===== src/rtl/game_pkg.sv =====
// Shared constants and types for the breakout game datapaths.
// Screen geometry, colours and the ball FSM encoding.
package game_pkg;

  localparam int SCREEN_W  = 160;
  localparam int SCREEN_H  = 120;
  localparam int BALL_SIZE = 2;

  localparam logic [2:0] COL_BLACK = 3'b000;
  localparam logic [2:0] COL_WHITE = 3'b111;

  typedef enum logic [2:0] {
    S_IDLE,
    S_ERASE,
    S_MOVE,
    S_DRAW,
    S_LOST
  } ball_state_t;

  typedef struct packed {
    logic       plot;
    logic [7:0] x;
    logic [6:0] y;
    logic [2:0] colour;
    logic       busy;
    logic       lost;
  } pix_out_t;

endpackage


===== src/rtl/frame_ticker.sv =====
// Free-running divider producing one tick pulse per TICK_CYCLES clocks.
// Counting pauses while run is low.
module frame_ticker #(
  parameter int TICK_CYCLES = 3_333_333
) (
  input  logic clk,
  input  logic reset,
  input  logic run,
  output logic tick
);

  localparam int CW = $clog2(TICK_CYCLES);
  localparam logic [CW-1:0] LAST = CW'(TICK_CYCLES - 1);

  logic [CW-1:0] cnt;

  always_ff @(posedge clk) begin
    if (reset) begin
      cnt  <= '0;
      tick <= 1'b0;
    end else begin
      tick <= 1'b0;
      if (run) begin
        if (cnt == LAST) begin
          cnt  <= '0;
          tick <= 1'b1;
        end else begin
          cnt <= cnt + CW'(1);
        end
      end
    end
  end

endmodule


===== src/rtl/ball_engine.sv =====
// Ball mover: erase, bounce/move, redraw once per tick.
// Drives a registered 2x2 pixel stream and a loss pulse.
module ball_engine
  import game_pkg::*;
#(
  parameter int         TICK_CYCLES = 3_333_333,
  parameter int         PADDLE_Y    = 112,
  parameter int         PADDLE_W    = 16,
  parameter logic [2:0] BALL_COLOUR = 3'b111
) (
  input  logic       clk,
  input  logic       reset,
  input  logic       enable,
  input  logic [7:0] paddle_x,
  output logic       plot,
  output logic [7:0] x,
  output logic [6:0] y,
  output logic [2:0] colour,
  output logic       busy,
  output logic       lost
);

  localparam logic [7:0] BX0   = 8'(SCREEN_W / 2 - 1);
  localparam logic [6:0] BY0   = 7'(SCREEN_H / 2);
  localparam logic [8:0] XMAX  = 9'(SCREEN_W - BALL_SIZE);
  localparam logic [8:0] BS9   = 9'(BALL_SIZE);
  localparam logic [8:0] PY9   = 9'(PADDLE_Y);
  localparam logic [8:0] PW9   = 9'(PADDLE_W - 1);
  localparam logic [8:0] H9    = 9'(SCREEN_H);

  ball_state_t state, state_n;
  logic [1:0]  off, off_n;
  logic [7:0]  bx, bx_n;
  logic [6:0]  by, by_n;
  logic        dx, dx_n;
  logic        dy, dy_n;
  logic        pending, pending_n;
  logic        tick;
  logic        run;
  pix_out_t    out_q, out_n;

  logic [8:0] bx9, by9, px9;
  logic       hit_wall;
  logic       hit_top;
  logic       hit_pad;
  logic       miss;

  assign run = enable && (state != S_LOST);

  frame_ticker #(
    .TICK_CYCLES(TICK_CYCLES)
  ) u_tick (
    .clk  (clk),
    .reset(reset),
    .run  (run),
    .tick (tick)
  );

  // 9-bit compares keep paddle_x+15 and bx+1 from wrapping
  assign bx9 = {1'b0, bx};
  assign by9 = {2'b00, by};
  assign px9 = {1'b0, paddle_x};

  assign hit_wall = dx ? (bx9 == XMAX) : (bx9 == 9'd0);
  assign hit_top  = !dy && (by9 == 9'd0);
  assign hit_pad  = dy
                 && (by9 + BS9 == PY9)
                 && (bx9 + 9'd1 >= px9)
                 && (bx9 <= px9 + PW9);
  assign miss     = dy && (by9 + BS9 >= H9) && !hit_pad;

  always_comb begin
    state_n   = state;
    off_n     = off;
    bx_n      = bx;
    by_n      = by;
    dx_n      = dx;
    dy_n      = dy;
    pending_n = pending | tick;
    out_n     = '0;

    unique case (state)
      S_IDLE: begin
        if (pending && enable) begin
          pending_n = 1'b0;
          state_n   = S_ERASE;
        end
      end
      S_ERASE: begin
        off_n = off + 2'd1;
        if (off == 2'd3) state_n = S_MOVE;
      end
      S_MOVE: begin
        state_n = S_DRAW;
        if (hit_wall) dx_n = !dx;
        else          bx_n = dx ? bx + 8'd1 : bx - 8'd1;
        unique case (1'b1)
          hit_top, hit_pad: dy_n = !dy;
          miss:             state_n = S_LOST;
          default:          by_n = dy ? by + 7'd1 : by - 7'd1;
        endcase
      end
      S_DRAW: begin
        off_n = off + 2'd1;
        if (off == 2'd3) state_n = S_IDLE;
      end
      S_LOST: begin
        state_n = S_LOST;
      end
      default: state_n = S_IDLE;
    endcase

    // outputs follow the next state so the pixel stream is fully registered
    out_n.busy = (state_n == S_ERASE)
              || (state_n == S_MOVE)
              || (state_n == S_DRAW);
    out_n.plot = (state_n == S_ERASE) || (state_n == S_DRAW);
    if (out_n.plot) begin
      out_n.x = bx_n + 8'(off_n[0]);
      out_n.y = by_n + 7'(off_n[1]);
    end
    out_n.colour = (state_n == S_DRAW) ? BALL_COLOUR : COL_BLACK;
    out_n.lost   = (state == S_MOVE) && miss;
  end

  always_ff @(posedge clk) begin
    if (reset) begin
      state   <= S_IDLE;
      off     <= 2'd0;
      bx      <= BX0;
      by      <= BY0;
      dx      <= 1'b1;
      dy      <= 1'b0;
      pending <= 1'b0;
      out_q   <= '0;
    end else begin
      state   <= state_n;
      off     <= off_n;
      bx      <= bx_n;
      by      <= by_n;
      dx      <= dx_n;
      dy      <= dy_n;
      pending <= pending_n;
      out_q   <= out_n;
    end
  end

  assign plot   = out_q.plot;
  assign x      = out_q.x;
  assign y      = out_q.y;
  assign colour = out_q.colour;
  assign busy   = out_q.busy;
  assign lost   = out_q.lost;

endmodule


===== config.mk =====
export PLATFORM = sky130hd
export DESIGN_NAME = ball_engine
export DESIGN_NICKNAME = d
export VERILOG_FILES = /design/src/rtl/game_pkg.sv /design/src/rtl/frame_ticker.sv /design/src/rtl/ball_engine.sv
export SDC_FILE = /design/constraint.sdc
export NUM_CORES = 1
export LEC_CHECK = 0
export CORE_MARGIN = 2
export CORE_UTILIZATION = 30
export DETAILED_ROUTE_END_ITERATION = 10
export DONT_BUFFER_PORTS = 1
export SKIP_LAST_GASP = 1
export SYNTH_ARGS = -nofsm -noshare
export SYNTH_HDL_FRONTEND = slang
export SYNTH_SLANG_ARGS = --single-unit
export TNS_END_PERCENT = 5

===== constraint.sdc =====
create_clock -name clk -period 3.7 [get_ports clk]
set_clock_uncertainty 0.1 [all_clocks]
set_input_delay 0.555 -clock clk [delete_from_list [all_inputs] [get_ports clk]]
set_output_delay 0.555 -clock clk [all_outputs]
set_load 0.03 [all_outputs]

# --- Word-level counts from Yosys, hierarchy flattened ---
# Index checks and enable logic that the tools add are counted.
classes:
  addsub: 11
  magnitude_cmp: 3
  eq_ne: 12
  n_mux: 18
  bitwise: 3
  n_reduce_logical: 25
ops:
  columns: ["operator", "n"]
  rows:
  - ["$mux W8", 3]
  - ["$add A22 B1 Y22 const B", 1]
  - ["$eq A22 B22 Y1 const B", 1]
  - ["$mux W22", 1]
  - ["$mux W7", 3]
  - ["$logic_not A9 Y1", 2]
  - ["$mux W3", 5]
  - ["$pmux W3 S5", 1]
  - ["$eq A3 B2 Y1 const B", 4]
  - ["$add A8 B1 Y9 const B", 1]
  - ["$add A8 B4 Y9 const B", 1]
  - ["$eq A9 B7 Y1 const B", 1]
  - ["$ge A9 B8 Y1", 1]
  - ["$le A8 B9 Y1", 1]
  - ["$logic_and A1 B1 Y1", 9]
  - ["$add A7 B2 Y8 const B", 1]
  - ["$add A8 B1 Y8", 1]
  - ["$add A8 B1 Y8 const B", 1]
  - ["$eq A8 B8 Y1 const B", 1]
  - ["$ge A8 B7 Y1 const B", 1]
  - ["$reduce_or A2 Y1", 4]
  - ["$sub A8 B1 Y8 const B", 1]
  - ["$add A7 B1 Y7", 1]
  - ["$add A7 B1 Y7 const B", 1]
  - ["other kinds (15)", 25]
totals:
  ff_bits: 67
  in_bits: 11

# --- Longest topological paths before layout ---
logic_depth:
  word_depth: 13
  depth_mapped: 19
  ltp_nobuf: 19

# --- By module ---
# From an unflattened synthesis, not the netlist that was laid out.
unflattened:
  hier_cells: 507
  area_unflattened_um2: 4360.4
by_module_without_submodules:
  columns: ["mod", "instances", "cells_per_inst", "area_per_inst_um2"]
  rows:
  - ["ball_engine", 1, 373, 3216.8]
  - ["frame_ticker", 1, 134, 1143.6]

# --- Worst setup path after synthesis ---
# Ideal clock, no wire load.
synth_path:
  path_type: "input -> register"
  from: "input paddle_x[0]"
  to: "register out_q (netlist bit y[6])"
  t_arrival_ns: 3.849
  slack_ns: -0.321
  stages: 19
  path_cell_list: "inv_1 -> ha_1 -> and3_1 -> nor2_1 -> xnor2_1 -> ha_1 -> a21o_1 -> a21oi_1 -> o2111ai_1 -> a31oi_1 -> a21oi_1 -> nand2_1 -> xnor2_1 -> ha_1 -> ha_1 -> nand2_1 -> or3_1 -> a21oi_1 -> mux2i_1"
synth_between:
  word_cells_on_any_way: 18
  cone_classes: "2 x add/sub; 2 x order compare; 2 x eq/ne; 4 x mux; 1 x bitwise; 7 x reduce/logical"
synth_lines:
  columns: ["element", "line_no", "rtl"]
  rows:
  - ["from (decl)", "ball_engine.sv:14", "input logic [7:0] paddle_x,"]
  - ["$add A8 B4 Y9 / $ge A9 B8 Y1 (equally long branches)", "ball_engine.sv:69, ball_engine.sv:68", null]
  - ["$le A8 B9 Y1 / $logic_and A1 B1 Y1 (equally long branches)", "ball_engine.sv:69, ball_engine.sv:68", null]
  - ["$logic_and A1 B1 Y1 (*)", "ball_engine.sv:69", "&& (bx9 <= px9 + PW9);"]
  - ["$logic_not A1 Y1", "ball_engine.sv:70", "assign miss = dy && (by9 + BS9 >= H9) && !hit_pad;"]
  - ["$logic_and A1 B1 Y1", "ball_engine.sv:70", null]
  - ["$reduce_or A3 Y1 (no line) (*)", null, null]
  - ["$mux W7 (*)", "ball_engine.sv:97", "unique case (1'b1)"]
  - ["$mux W7 (*)", "ball_engine.sv:82", "unique case (state)"]
  - ["named net by_n[0]", "ball_engine.sv:34", "logic [6:0] by, by_n;"]
  - ["$add A7 B1 Y7 (*)", "ball_engine.sv:120", "out_n.y = by_n + 7'(off_n[1]);"]
  - ["to (signal assigned)", "ball_engine.sv:144", "out_q <= out_n;"]
  - ["to (decl)", "ball_engine.sv:40", "pix_out_t out_q, out_n;"]
# Mark *: on every way through the listed nets, which the timed path passes. The rest lies on a longest branch.
# A chain may end at the register's enable or synchronous reset.

# --- Worst setup path in the final report ---
layout_path:
  from: "register bx[3]"
  to: "register out_q (netlist bit y[6])"
layout_between:
  word_cells_on_any_way: 18
  cone_classes: "2 x add/sub; 2 x order compare; 2 x eq/ne; 4 x mux; 1 x bitwise; 7 x reduce/logical"
layout_lines:
  columns: ["element", "line_no", "rtl"]
  rows:
  - ["from (decl)", "ball_engine.sv:33", "logic [7:0] bx, bx_n;"]
  - ["from (signal assigned)", "ball_engine.sv:139", "bx <= bx_n;"]
  - ["$add A8 B1 Y9", "ball_engine.sv:68", "&& (bx9 + 9'd1 >= px9)"]
  - ["$ge A9 B8 Y1", "ball_engine.sv:68", null]
  - ["$logic_and A1 B1 Y1", "ball_engine.sv:68", null]
  - ["$logic_and A1 B1 Y1 (*)", "ball_engine.sv:69", null]
  - ["$logic_not A1 Y1", "ball_engine.sv:70", null]
  - ["$logic_and A1 B1 Y1", "ball_engine.sv:70", null]
  - ["$reduce_or A3 Y1 (no line) (*)", null, null]
  - ["$mux W7 (*)", "ball_engine.sv:97", null]
  - ["$mux W7 (*)", "ball_engine.sv:82", null]
  - ["named net by_n[1]", "ball_engine.sv:34", null]
  - ["$add A7 B1 Y7 (*)", "ball_engine.sv:120", null]
# Marks and branches as above.

==> results.py <==
metrics = {
    "run_status": {
        "status": "finished clean",
    },
    "placed_design": {
        "hpwl_um": 6640,
        "pre_cts_ws_ns": -0.02251,
        "port_buffers": 0,
        "dpl_cell_area_sq_mm": 0.004389,
        "finalWeightedCongestion": 0.8555,
    },
    "floorplan": {
        "ioPinCount": 32,
        "initial_core_util_pct": 30.34,
        "core_sq_mm": 0.01309,
        "dieArea_sq_mm": 0.01417,
        "die_x_um": 119.0,
        "rows": 42,
        "die_h_um": 119.0,
    },
    "sta": {
        "worstMarginPinSlew_ns": 0.8475,
        "fin_crit_ns": 3.533,
        "max_freq_mhz": 283.1,
        "setup_slack_ns": 0.1672,
        "rsz0062_at_grt": "true",
        "slew_headroom_pct": 43.50,
        "finalCritPeriodShare_pct": 95.48,
        "final_max_slew_viol_count": 0,
        "finalSetupTns_ns": 0,
        "hold_viol": 0,
        "hold_slack_ns": 0.1867,
        "setup_viol": 0,
    },
    "final_layout": {
        "area_delta_synth_final_pct": 19.38,
        "finalNetCount": 527,
        "final_common_cell": "dfxtp_1",
        "antenna_cells": 0,
        "final_cell_mix": "dfxtp_1 (63), nor2_1 (54), ha_1 (35), xnor2_1 (30), xor2_1 (27)",
        "fill_cells": 1319,
        "final_cell_area_sq_mm": 0.004740,
        "utilization_pct": 36.22,
        "drive_above_1_share_pct": 15.83,
    },
    "synthesis": {
        "synth_edf_count": 0,
        "synth.distinct_cells": 55,
        "syn_area_per_cell_sq_um": 8.822,
        "ys_async_sr_fraction_pct": 0,
        "syn_area_sq_mm": 0.003970,
        "syn_nets": 502,
        "netlist_instances": 450,
        "yosys_warnings": 0,
        "ys_seq_area_share_pct": 32.78,
        "ys_ff_latch": 65,
        "ys.flop_type": "dfxtp_1",
    },
    "power_and_ir_drop": {
        "p_leak_nw": 1.959,
        "powerDensity_mw_per_mm2": 346.5,
        "vdd_drop_max_mv": 0.2306,
    },
    "run": {
        "cap_violations": 0,
    },
    "route": {
        "viasPerCell": 4.835,
        "drt_iter0_markers": 202,
        "drt-wirelength-per-cell_um": 13.59,
        "drt-pass1-iter-count": 4,
        "via_count": 3172,
        "drtAntennaViolNets": 0,
        "wl_um": 8915,
        "drc": 0,
    },
    "global_route": {
        "grt_pass1_wl_um": 14850,
        "grt_pass1_vias": 3063,
        "antenna_found_initial": 0,
        "top_usage_layer": "met2",
        "grt_max_degree": 27,
        "grt_overflow_total": 0,
        "grt_usage_pct": 13.25,
        "use_met3_pct": 4.310,
        "use_met1_pct": 15.66,
        "grt.met2_usage_pct": 22.41,
    },
    "worst_setup_path": {
        "cp_max_fo": 2,
        "cp-start-kind": "flop",
        "end_kind": "flop",
        "worst-endpoint-required_ns": 3.87,
        "path_class": "flop to flop",
        "cp.arrival_ns": 3.70,
    },
    "clock_tree": {
        "cts_sinks": 65,
        "cts_buffer_depth": 2,
        "htree_levels": 3,
        "clk_latency_ns": 0.34,
        "root_buffer": "clkbuf_16",
        "cts_tree": "done",
        "cts_buffers": 9,
        "clkTransAtPathRegs_ns": 0.06,
    },
    "worst_hold_path": {
        "hp-class": "input pin to flop",
    },
}
==> report_power, final <==
part           switching, mW  internal (mW)  total, mW
logic                 0.0334         0.0313     0.0646
clock network          0.332          0.540      0.872
registers            0.00323          0.702      0.706
total                  0.368           1.27       1.64
==> metrics by stage <==
stage | total power [mW] | cells
3_3_place_gp | 0.7821 | 640
5_1_grt | 1.705 | 656
2_1_floorplan | 0.7704 | 450
6_report | 1.642 | 656
4_1_cts | 1.669 | 656
3_5_place_dp | 0.7854 | 640
==> repair_timing <==
action,CTS,global route
buffers inserted,0,1
gates resized for setup,0,9
hold buffers,0,0
endpoints found under the setup margin,0,3
==> area by class of cell <==
cell class	count	area (sq um)	share of cell area [%]
Sequential cell	65	1304	27.51
Clock buffer	10	239.0	5.042
Tap cell	176	220.2	4.646
Timing Repair Buffer	25	187.7	3.960
Inverter	24	95.09	2.006
Clock inverter	6	67.56	1.426
Multi-Input combinational cell	350	2626	55.41
==> synth_stat cells, types with 3 or more instances <==
library cell / count / area, sq um
a211o_1: 3 / 26.28
a211oi_1: 8 / 60.06
a21o_1: 8 / 60.06
a21oi_1: 15 / 75.07
and2_1: 6 / 37.54
and3_1: 9 / 56.30
and4_1: 3 / 26.28
clkbuf_1: 8 / 30.03
dfxtp_1: 65 / 1301
ha_1: 39 / 488.0
inv_1: 24 / 90.09
mux2_2: 3 / 33.78
mux2i_1: 9 / 90.09
nand2_1: 18 / 67.56
nand2b_1: 15 / 93.84
nand3_1: 23 / 115.1
nand4_1: 9 / 56.30
nor2_1: 55 / 206.5
nor2b_1: 6 / 37.54
nor3_1: 6 / 30.03
nor4_1: 5 / 31.28
o21ai_0: 9 / 45.04
or2_2: 4 / 25.02
xnor2_1: 32 / 280.3
xor2_1: 27 / 236.5
==> worst max-delay path, stage by stage (launching register included) <==
cell	delay, ns
dfxtp_1	0.30
and3_2	0.21
and3_4	0.19
xor2_1	0.14
ha_1	0.33
a21o_1	0.19
a21oi_2	0.14
o221a_2	0.21
o31ai_2	0.10
a21oi_4	0.18
nand2_2	0.09
buf_4	0.15
mux2_2	0.24
ha_4	0.13
nand2_1	0.05
or3_4	0.37
a21oi_2	0.16
mux2i_1	0.18
==> path summary, 6_finish.rpt <==
kind                                  start       to  slack, ns  cells after the start
worst max-delay path                  bx[3]     y[6]       0.17                     17
worst min register to register  u_tick.tick  pending       0.38                      2
worst min-delay path                  reset    by[0]       0.19                      1
worst max register to register        bx[3]     y[6]       0.17                     17
==> per-layer routing <==
metal  vias to the layer above  wire (um)
li1                       1618          -
met1                      1505       4124
met2                        37       4326
met3                        12        339
met4                         0        124
met5                         -          0
==> cells by family after synthesis <==
| kind of cell | share of synthesized area, % |
|---|---|
| fa+ha+maj | 13.30 |
| simple gates | 23.01 |
| compound gates | 10.72 |
| mux | 3.498 |
| xor+xnor | 13.02 |
| buf+inv | 3.687 |
| flops | 32.78 |
==> state kept, by name, summed over array words and instances (netlist names), 2 cells and up <==
register    count
x               8
y               7
bx              8
state           3
by              7
off             2
u_tick.cnt     22
Power figures use the tool's default switching activity.
